$ cat src/rtl/hazard_pkg.sv
// rtl/hazard_pkg.sv - shared types and defaults for the pipeline hazard controller
package hazard_pkg;

    typedef enum logic {
        IDLE = 1'b0,
        BUSY = 1'b1
    } md_state_e;

    localparam int MUL_LAT_DEF = 1;
    localparam int DIV_LAT_DEF = 33;

    function automatic logic [31:0] sat_inc(input logic [31:0] v);
        return (v == 32'hFFFF_FFFF) ? v : v + 32'd1;
    endfunction

endpackage

$ cat src/rtl/hazard_ctrl_muldiv_seq.sv
// rtl/hazard_ctrl_muldiv_seq.sv - multi-cycle M-extension occupancy FSM and down-counter
import hazard_pkg::*;

module muldiv_seq #(
    parameter int CNT_W = 6
) (
    input  logic           clk,
    input  logic           rst_n,
    input  logic           start,
    input  logic [CNT_W:0] lat,
    input  logic           abort,
    output logic           stall,
    output logic           busy,
    output logic           done
);

    localparam logic [CNT_W:0]   LAT_ONE = (CNT_W + 1)'(1);
    localparam logic [CNT_W:0]   LAT_TWO = (CNT_W + 1)'(2);
    localparam logic [CNT_W-1:0] CNT_ONE = CNT_W'(1);

    md_state_e        state, state_n;
    logic [CNT_W-1:0] cnt, cnt_n;
    logic [CNT_W:0]   lat_m2;

    assign lat_m2 = lat - LAT_TWO;

    always_ff @(posedge clk or negedge rst_n) begin
        if (!rst_n) begin
            state <= IDLE;
            cnt   <= '0;
        end else begin
            state <= state_n;
            cnt   <= cnt_n;
        end
    end

    // The first EX cycle is spent in IDLE, so BUSY covers the remaining L-1 cycles.
    always_comb begin
        state_n = state;
        cnt_n   = cnt;
        stall   = 1'b0;
        done    = 1'b0;
        case (state)
            IDLE: begin
                if (start && !abort) begin
                    if (lat == LAT_ONE) begin
                        done = 1'b1;
                    end else begin
                        stall   = 1'b1;
                        cnt_n   = lat_m2[CNT_W-1:0];
                        state_n = BUSY;
                    end
                end
            end
            BUSY: begin
                if (abort) begin
                    state_n = IDLE;
                    cnt_n   = '0;
                end else if (cnt != '0) begin
                    stall = 1'b1;
                    cnt_n = cnt - CNT_ONE;
                end else begin
                    done    = 1'b1;
                    state_n = IDLE;
                end
            end
            default: begin
                state_n = IDLE;
                cnt_n   = '0;
            end
        endcase
    end

    assign busy = (state == BUSY);

endmodule

$ cat src/rtl/hazard_ctrl.sv
// rtl/hazard_ctrl.sv - load-use, redirect and muldiv stall/flush control for the 5-stage core
// Optional performance counters are built when HAZARD_PERF_CNT_EN is defined.
import hazard_pkg::*;

module hazard_ctrl #(
    parameter int MUL_LAT = MUL_LAT_DEF,
    parameter int DIV_LAT = DIV_LAT_DEF,
    parameter int CNT_W   = 6
) (
    input  logic        clk,
    input  logic        rst_n,
    input  logic [4:0]  id_rs1,
    input  logic [4:0]  id_rs2,
    input  logic        id_use_rs1,
    input  logic        id_use_rs2,
    input  logic [4:0]  ex_rd,
    input  logic        ex_mem_read,
    input  logic        ex_redirect,
    input  logic        ex_mul_valid,
    input  logic        ex_div_valid,
    output logic        pc_stall,
    output logic        if_id_stall,
    output logic        if_id_flush,
    output logic        id_ex_stall,
    output logic        id_ex_flush,
    output logic        ex_mem_bubble,
    output logic        muldiv_busy,
    output logic        muldiv_done,
    output logic [31:0] perf_lu_stalls,
    output logic [31:0] perf_md_stalls,
    output logic [31:0] perf_flushes
);

    localparam logic [CNT_W:0] MUL_L = (CNT_W + 1)'(MUL_LAT);
    localparam logic [CNT_W:0] DIV_L = (CNT_W + 1)'(DIV_LAT);

    logic           lu_raw;
    logic           lu_eff;
    logic           md_start;
    logic [CNT_W:0] md_lat;
    logic           md_stall;
    logic           md_busy;
    logic           md_done;

    assign lu_raw = ex_mem_read && (ex_rd != 5'd0) &&
                    ((id_use_rs1 && (id_rs1 == ex_rd)) ||
                     (id_use_rs2 && (id_rs2 == ex_rd)));

    // A redirect squashes the dependent ID instruction, and a busy EX cannot hold a load.
    assign lu_eff = lu_raw && !ex_redirect && !md_busy;

    // Simultaneous MUL and DIV valid resolves to the longer DIV latency.
    assign md_start = ex_mul_valid || ex_div_valid;
    assign md_lat   = ex_div_valid ? DIV_L : MUL_L;

    muldiv_seq #(
        .CNT_W (CNT_W)
    ) u_muldiv_seq (
        .clk   (clk),
        .rst_n (rst_n),
        .start (md_start),
        .lat   (md_lat),
        .abort (ex_redirect),
        .stall (md_stall),
        .busy  (md_busy),
        .done  (md_done)
    );

    // Outputs are held low while reset is asserted even if the inputs are active.
    assign pc_stall      = rst_n && (lu_eff || md_stall);
    assign if_id_stall   = rst_n && (lu_eff || md_stall);
    assign if_id_flush   = rst_n && ex_redirect;
    assign id_ex_stall   = rst_n && md_stall;
    assign id_ex_flush   = rst_n && (ex_redirect || lu_eff);
    assign ex_mem_bubble = rst_n && md_stall;
    assign muldiv_busy   = rst_n && md_busy;
    assign muldiv_done   = rst_n && md_done;

`ifdef HAZARD_PERF_CNT_EN
    logic [31:0] lu_cnt;
    logic [31:0] md_cnt;
    logic [31:0] fl_cnt;

    always_ff @(posedge clk or negedge rst_n) begin
        if (!rst_n) begin
            lu_cnt <= '0;
            md_cnt <= '0;
            fl_cnt <= '0;
        end else begin
            if (lu_eff) begin
                lu_cnt <= sat_inc(lu_cnt);
            end
            if (md_stall) begin
                md_cnt <= sat_inc(md_cnt);
            end
            if (ex_redirect) begin
                fl_cnt <= sat_inc(fl_cnt);
            end
        end
    end

    assign perf_lu_stalls = lu_cnt;
    assign perf_md_stalls = md_cnt;
    assign perf_flushes   = fl_cnt;
`else
    assign perf_lu_stalls = '0;
    assign perf_md_stalls = '0;
    assign perf_flushes   = '0;
`endif

endmodule

$ cat config.mk
export PLATFORM = sky130hd
export DESIGN_NAME = hazard_ctrl
export DESIGN_NICKNAME = d
export VERILOG_FILES = /design/src/rtl/hazard_pkg.sv /design/src/rtl/hazard_ctrl_muldiv_seq.sv /design/src/rtl/hazard_ctrl.sv
export SDC_FILE = /design/constraint.sdc
export NUM_CORES = 1
export LEC_CHECK = 0
export BUFFER_PORTS_ARGS = -buffer_cell sky130_fd_sc_hd__clkbuf_2
export CAP_MARGIN = 30
export CORE_MARGIN = 2
export CORE_UTILIZATION = 38
export DETAILED_ROUTE_END_ITERATION = 12
export GPL_ROUTABILITY_DRIVEN = 0
export PLACE_DENSITY_LB_ADDON = 0.15
export SLEW_MARGIN = 20
export SYNTH_ARGS = -nofsm -noshare
export SYNTH_HDL_FRONTEND = slang
export SYNTH_SLANG_ARGS = --single-unit
$ cat constraint.sdc
create_clock -name clk -period 2.3 [get_ports clk]
set_clock_uncertainty 0.2 [all_clocks]
set_input_delay 0.23 -clock clk [delete_from_list [all_inputs] [get_ports clk]]
set_output_delay 0.23 -clock clk [all_outputs]
set_load 0.005 [all_outputs]
* Word-level counts from Yosys, hierarchy flattened *
Index checks and enable logic that the tools add are counted.

operators by class
  bitwise logic cells = 1
  add/subtract/negate cells = 2
  muxes and demuxes = 16
  reduce and logical (&&, ||, !) cells = 22
  equality and inequality tests = 6

operators by type and width
  kind                                                                   number
  6-bit 2-to-1 mux                                                       5
  1-bit logical AND                                                      13
  6-bit one-hot mux with 2 select lines                                  1
  5-bit equality test                                                    2
  1-bit 2-to-1 mux                                                       8
  6-bit by 1-bit equality test with 1-bit output, second input constant  1
  6-bit nonzero test                                                     1
  6-bit by 1-bit subtractor with 6-bit output, second input constant     1
  6-bit by 2-bit subtractor with 6-bit output, second input constant     1
  5-bit nonzero test                                                     1
  1-bit logical OR                                                       4
  1-bit one-hot mux with 2 select lines                                  2
  3-bit != test, second input constant                                   1
  3-bit AND reduction                                                    1
  1-bit logical NOT                                                      2
  2-bit by 1-bit != test with 1-bit output, second input constant        1
  2-bit != test, second input constant                                   1
  1-bit inverter                                                         1

storage, ports and cells
  logic and storage cells = 49
  register bits = 7
  bits of input ports = 23
  output and inout port bits = 104

* Longest topological paths before layout *
Gate-level depths: netlist of run 1.

  word-level depth = 8
  depth in mapped cells = 7
  gate-level depth less buffers = 6

* Modules after synthesis *
A second synthesis of run 1 with hierarchy kept.

second synthesis, totals
  cell total of the unflattened synthesis = 184
  area, all modules = 1535.2 um2

by module, submodules not included
  module       seq. area each (um2)  area each (um2)  cells an instance  instances
  hazard_ctrl  0.0                   930.9            124                1
  muldiv_seq   175.2                 604.3            60                 1

* Worst setup path before layout of run 1 *
Ideal clock, no wire load.

  path kind = register to output
  start = reg u_muldiv_seq.cnt[0]
  end = out pc_stall
  cell stages (with the launch flop) = 8
  data required time = 1.870 ns
  buffers on the path = 1
  data arrival time = 1.662 ns
  slack = 0.208 ns
  path through = dfrtp_1 -> inv_1 -> ha_1 -> or2b_1 -> nor2_1 -> a211oi_1 -> o21bai_1 -> buf_4

between the ends
  word-level cells in the longest chain between the ends = 6

ends and longest elaborated chain
  what                                   line                          text
  start: declaration                     hazard_ctrl_muldiv_seq.sv:22  logic [CNT_W-1:0] cnt, cnt_n;
  start signal: assignment               hazard_ctrl_muldiv_seq.sv:33  cnt <= cnt_n;
  6-bit nonzero test                     hazard_ctrl_muldiv_seq.sv:59  end else if (cnt != '0) begin
  1-bit 2-to-1 mux                       hazard_ctrl_muldiv_seq.sv:59
  1-bit 2-to-1 mux                       hazard_ctrl_muldiv_seq.sv:56  if (abort) begin
  1-bit one-hot mux with 2 select lines  hazard_ctrl_muldiv_seq.sv:43  case (state)
  1-bit logical OR                       --
  1-bit logical AND                      --
  end: declaration                       hazard_ctrl.sv:21             output logic pc_stall,

No other way between the ends.

* Final worst setup path of run 1 *
  start = reg u_muldiv_seq.cnt[2]
  end = out pc_stall

between the ends
  word-level cells in the longest chain between the ends = 6

ends and longest elaborated chain
  what                                   line                          text
  6-bit nonzero test                     hazard_ctrl_muldiv_seq.sv:59
  1-bit 2-to-1 mux                       hazard_ctrl_muldiv_seq.sv:59
  1-bit 2-to-1 mux                       hazard_ctrl_muldiv_seq.sv:56
  1-bit one-hot mux with 2 select lines  hazard_ctrl_muldiv_seq.sv:43
  1-bit logical OR                       hazard_ctrl.sv:70             assign pc_stall = rst_n && (lu_eff || md_stall);
  1-bit logical AND                      hazard_ctrl.sv:70

No other way between the ends.

==> flow_metrics.tcl, run 1 <==
set metrics [dict create \
    power.leakage_nw 0.721 \
    yosysUniqueCellTypes 41 \
    grt_max_degree 18 \
    wl_um 2240 \
    r2r_setup_slack_ns 0.35 \
    yosysTopAreaCell "buf_4" \
    cts.sinks 7 \
    core_area_um2 3610 \
    start_util 0.387 \
    clkPwrFrac 0.320 \
    area_growth_pct -6.45 \
    rsz0062_at_grt "false" \
    hold_start "ex_div_valid" \
    dpl.hpwl_um 1880 \
    worst-endpoint-arrival_ns 1.73 \
    clk_path_buf_depth 2 \
    critPathKind "register to primary output" \
    postRouteAntennaNets 0 \
    cp_max_fo 6 \
    std_cell_rows 22 \
    start_kind "register" \
    tightest_slew_ns 0.533 \
    cts_buffers 3 \
    grt_pass1_wl_um 3060 \
    synth_top_area_frac 0.527 \
    p_int_mw 0.345 \
    cp-end-kind "primary output" \
    synth_area_um2 1400 \
    switchingPower_mw 0.206 \
    seqPwrFrac 0.310 \
    htreeDepth 1 \
    syn_area_per_cell_um2 7.93 \
    clock_latency_ns 0.23 \
    swShare 0.373 \
    io_pins 127 \
    whs_path_depth 4 \
    dp.cells 251 \
    first_pass_iters 4 \
    cts_tree "yes" \
    setup-tns-final_ns 0 \
    cts-root-buf "clkbuf_8" \
    synthFlopType "dfrtp_1" \
    die_w_um 64.6 \
    grt_pass1_vias 674 \
    postCtsSetupBuffers 0 \
    grt_usage 0.0940 \
    ys_seq_elements 7 \
    ys_seq_area_frac 0.125 \
    r2r_end "u_muldiv_seq.cnt[2]" \
    die_area_um2 4180 \
    drive_above_1_share 0.192 \
    io_buffers 30 \
    netlist_instances 176 \
    regToRegStartpoint "u_muldiv_seq.cnt[0]" \
    globalRouteOverflowTotal 0 \
    ir_drop_v 0.000426 \
    fin_cells 256 \
    status "finished, final reports clean" \
    setup_viol 0 \
    ys_async_sr_fraction 1.00 \
    synth_edf_count 0 \
    via_per_inst 3.66 \
    fmax_mhz 463 \
    finalMaxSlewViolations 0 \
    synthMostInstantiatedCell "buf_4" \
    wl_per_cell_um 8.74 \
    hp-class "input pin to register" \
    drc_errors 0 \
    fin_nets 234 \
    path_clk_slew_ns 0.04 \
    vias 936 \
    ys.warnings.count 0 \
    rr_worst_depth 7 \
    maxCapViolCount 0 \
    slew-limit-headroom 0.645 \
    hold_viol_final 0 \
    hold_end "u_muldiv_seq.cnt[5]" \
    p_per_area_nw_per_um2 422 \
    diodes 0 \
    antenna_found_initial 0 \
    die_h_um 64.6 \
    synthTopCellsByArea "buf_4 (53%), dfrtp_1 (13%), xor2_1 (5.0%)" \
    timing.final.crit_share 0.938 \
    post-route-min-period_ns 2.16 \
    crit_required_ns 1.87 \
    combPwrFrac 0.370 \
    seq_area_um2 175 \
    synth_common_cells "buf_4 (98), xor2_1 (8), dfrtp_1 (7)" \
    dr.first_iter.drc_count 10 \
    fill_cells 412 \
    multi_input_area_um2 832 \
]
## critical path, stage by stage, from the launching register on
cell      delay (ns)
dfrtp_1         0.41
or3_1           0.50
nor2_4          0.20
a211oi_4        0.08
o21bai_1        0.19
clkbuf_2        0.12
## flip-flops by register name, summed over array words and instances (netlist names)
| name | cells |
|---|---|
| u_muldiv_seq.busy | 1 |
| u_muldiv_seq.cnt | 6 |
## layout by cell type, fill, tap and decap left out, types with 2 or more instances in the layout
master	instances
buf_4	3
o21ai_0	6
ha_1	2
and2_1	2
clkbuf_2	30
xor2_1	8
or3_1	2
inv_1	3
nand2_1	2
xnor2_1	2
conb_1	96
clkbuf_8	3
dfrtp_1	7
o21a_1	2
nor2_1	3
nor4_1	2
nand2b_1	4
nor3b_1	2
nor3_1	2
o21bai_1	2
## how the worst max path moves through the flow
stage	startpoint	endpoint	slack, ns	cells after the start
3_3_place_gp	u_muldiv_seq.cnt[0]	pc_stall	0.32	7
5_1_grt	u_muldiv_seq.cnt[0]	if_id_stall	0.03	7
3_5_place_dp	u_muldiv_seq.cnt[0]	pc_stall	0.24	7
2_1_floorplan	u_muldiv_seq.cnt[0]	pc_stall	0.21	7
6_report	u_muldiv_seq.cnt[2]	pc_stall	0.14	5
4_1_cts	u_muldiv_seq.cnt[2]	pc_stall	0.05	5
## per-stage QoR
stage | utilization | power [mW] | setup WS, ns | instance area (um^2) | hold slack, ns
2_1_floorplan | - | 0.424 | 0.208 | 1750 | -0.266
3_3_place_gp | 0.341 | 0.367 | 0.319 | 1230 | -0.0318
3_5_place_dp | 0.341 | 0.365 | 0.243 | 1230 | -0.0325
4_1_cts | 0.358 | 0.553 | 0.0469 | 1290 | 0.138
5_1_grt | 0.362 | 0.606 | 0.0274 | 1310 | 0.166
6_report | 0.362 | 0.551 | 0.142 | 1310 | 0.141
## power groups by stage
stage	clock, mW	combinational [mW]	sequential (mW)
final	0.177	0.204	0.171
after floorplan	0	0.262	0.162
after global routing	0.197	0.235	0.174
after CTS	0.187	0.198	0.169
after global placement	0	0.197	0.170
after detailed placement	0	0.194	0.171
## repair_timing
action,CTS,global route
pin swaps,0,1
hold buffers,1,0
hold endpoints to repair,7,0
setup endpoints to repair,2,3
gates resized for setup,1,3
## metal layers
metal	global-route usage	share of wire	vias up
li1	-	-	447
met4	0.00798	0	0
met2	0.161	0.48	70
met1	0.113	0.39	419
met3	0.0417	0.13	0
met5	0	0	-
## cells by family after synthesis
family,Yosys count,synth area share
other,1,0.00269
AO/OA/AOI/OAI,23,0.114
XOR/XNOR,10,0.0627
buffers and inverters,104,0.548
adder cells (fa/ha/maj),2,0.0179
multiplexers,1,0.00717
AND/OR/NAND/NOR,28,0.122
flip-flops,7,0.125
## final cells by class
cell class,instances,share of cell area
inverter,3,0.00862
tap,48,0.0460
sequential,7,0.134
clock buffer,4,0.0345
multi-input combinational,160,0.637
timing repair buffer,34,0.140
(Power assumes the default switching activity.)
==> run 2, diff against run 1 <==
Settings changed: PLACE_DENSITY set to 0.9, PLACE_DENSITY_LB_ADDON 0.15 to unset.
==> flow_metrics.tcl, run 2 (synthesis gave the netlist of run 1 again) <==
set metrics [dict create \
    wl_um 2340 \
    worst-endpoint-arrival_ns 1.76 \
    post-route-min-period_ns 2.19 \
    fmax_mhz 458 \
    die_area_um2 4180 \
    p_per_area_nw_per_um2 437 \
    path_clk_slew_ns 0.04 \
    cpPeakStageDelay_ns 0.38 \
    grt_max_degree 18 \
    die_h_um 64.6 \
    crit_end "if_id_stall" \
    die_w_um 64.6 \
    drc_errors 0 \
    timing.final.crit_share 0.950 \
    clock_latency_ns 0.23 \
    hp-class "input pin to register" \
    area_growth_pct -7.08 \
    fin_nets 232 \
    r2r_setup_slack_ns 0.44 \
    maxCapViolCount 0 \
    top_register "u_muldiv_seq.cnt" \
    cts_buffers 3 \
    cp_max_fo 6 \
    cts_tree "yes" \
    largest_register_ffs 6 \
    start_util 0.387 \
    htreeDepth 1 \
    setup_viol 0 \
    diodes 0 \
    ir_drop_v 0.000165 \
    io_buffers 30 \
    clk_path_buf_depth 2 \
    grt_usage 0.106 \
    vias 939 \
    drive_above_1_share 0.199 \
    postRouteAntennaNets 0 \
    cp-end-kind "primary output" \
    antenna_found_initial 0 \
    layout_common_cells "conb_1 (96), clkbuf_2 (30), xor2_1 (8)" \
    tightest_slew_ns 0.504 \
    regToRegStartpoint "u_muldiv_seq.cnt[0]" \
    rsz0062_at_grt "false" \
    status "finished, final reports clean" \
    setup-tns-final_ns 0 \
    via_per_inst 3.70 \
    first_pass_iters 4 \
    wl_per_cell_um 9.20 \
    power.leakage_nw 0.711 \
    slew-limit-headroom 0.664 \
    critPathKind "register to primary output" \
    dpl-instance-area_um2 1210 \
    std_cell_rows 22 \
    r2r_end "u_muldiv_seq.cnt[2]" \
    grt_pass1_vias 740 \
    cts-root-buf "clkbuf_8" \
    start_kind "register" \
    io_pins 127 \
    path_cells "inv_1 -> ha_2 -> or2b_4 -> nor2_4 -> a211oi_4 -> o21bai_1 -> clkbuf_2" \
    startpoint "u_muldiv_seq.cnt[0]" \
    rr_worst_depth 6 \
    core_area_um2 3610 \
    hold_viol_final 0 \
    finish.instance_area_um2 1300 \
    cts.sinks 7 \
    globalRouteOverflowTotal 0 \
    finalMaxSlewViolations 0 \
    hold_start "ex_div_valid" \
    dpl.hpwl_um 1790 \
    crit_required_ns 1.87 \
    dr.first_iter.drc_count 74 \
    layout_commonest_cell "conb_1" \
    grt_pass1_wl_um 3350 \
    slowest_stage "dfrtp_1" \
]
run 2: cell types whose count changed in the layout (fill, tap and decap cells not counted), sizes merged:
cell,before,now
buf,3,1
run 2: worst min-delay path by stage:
stage / endpoint / cells past startpoint / slack (ns)
finish: u_muldiv_seq.cnt[5] / 4 / 0.14
global route: u_muldiv_seq.cnt[5] / 4 / 0.19
floorplan: u_muldiv_seq.busy / 0 / -0.27
detailed placement: u_muldiv_seq.cnt[3] / 1 / -0.10
CTS: u_muldiv_seq.cnt[5] / 4 / 0.15
global placement: u_muldiv_seq.cnt[0] / 1 / -0.11
run 2: cell type report:
| class | count | area, um^2 |
|---|---|---|
| clock buffers | 4 | 45.0 |
| fillers | 391 | 2310 |
| inverters | 3 | 11.3 |
| multi-input cells | 160 | 838 |
| flip-flops and latches | 7 | 175 |
| well taps | 48 | 60.1 |
| repair buffers | 32 | 168 |
run 2: repair_timing:
item	CTS	global route
setup buffers	0	1
hold buffers	1	0
pin swaps	0	1
gates resized for setup	3	4
endpoints found under the hold margin	7	0
endpoints found under the setup margin	2	3
run 2: metal layers:
layer,up-vias,share of wire,track usage
met5,-,0,0
met1,411,0.35,0.0984
li1,443,-,-
met2,80,0.51,0.204
met3,5,0.13,0.0469
met4,0,0.011,0.0319
run 2: critical path, delay by kind of cell, from the launching register on:
family | cells | cell delay [ns]
simple gates | 2 | 0.45
buf+inv | 2 | 0.23
flops | 1 | 0.38
compound gates | 2 | 0.27
fa+ha+maj | 1 | 0.20
run 2: power by group:
| part | switching [mW] | internal [mW] |
|---|---|---|
| clock | 0.0605 | 0.121 |
| combinational | 0.131 | 0.0841 |
| sequential | 0.0269 | 0.144 |
| total | 0.218 | 0.348 |
run 2: per-stage QoR:
stage	hold slack (ns)	util	total power, mW	setup WS (ns)	instances
after floorplan	-0.266	-	0.424	0.208	271
after detailed placement	-0.100	0.335	0.357	0.152	248
after global routing	0.191	0.360	0.613	0.0281	254
final	0.142	0.360	0.566	0.114	254
after CTS	0.151	0.354	0.543	0.0312	253
after global placement	-0.106	0.335	0.346	0.243	248
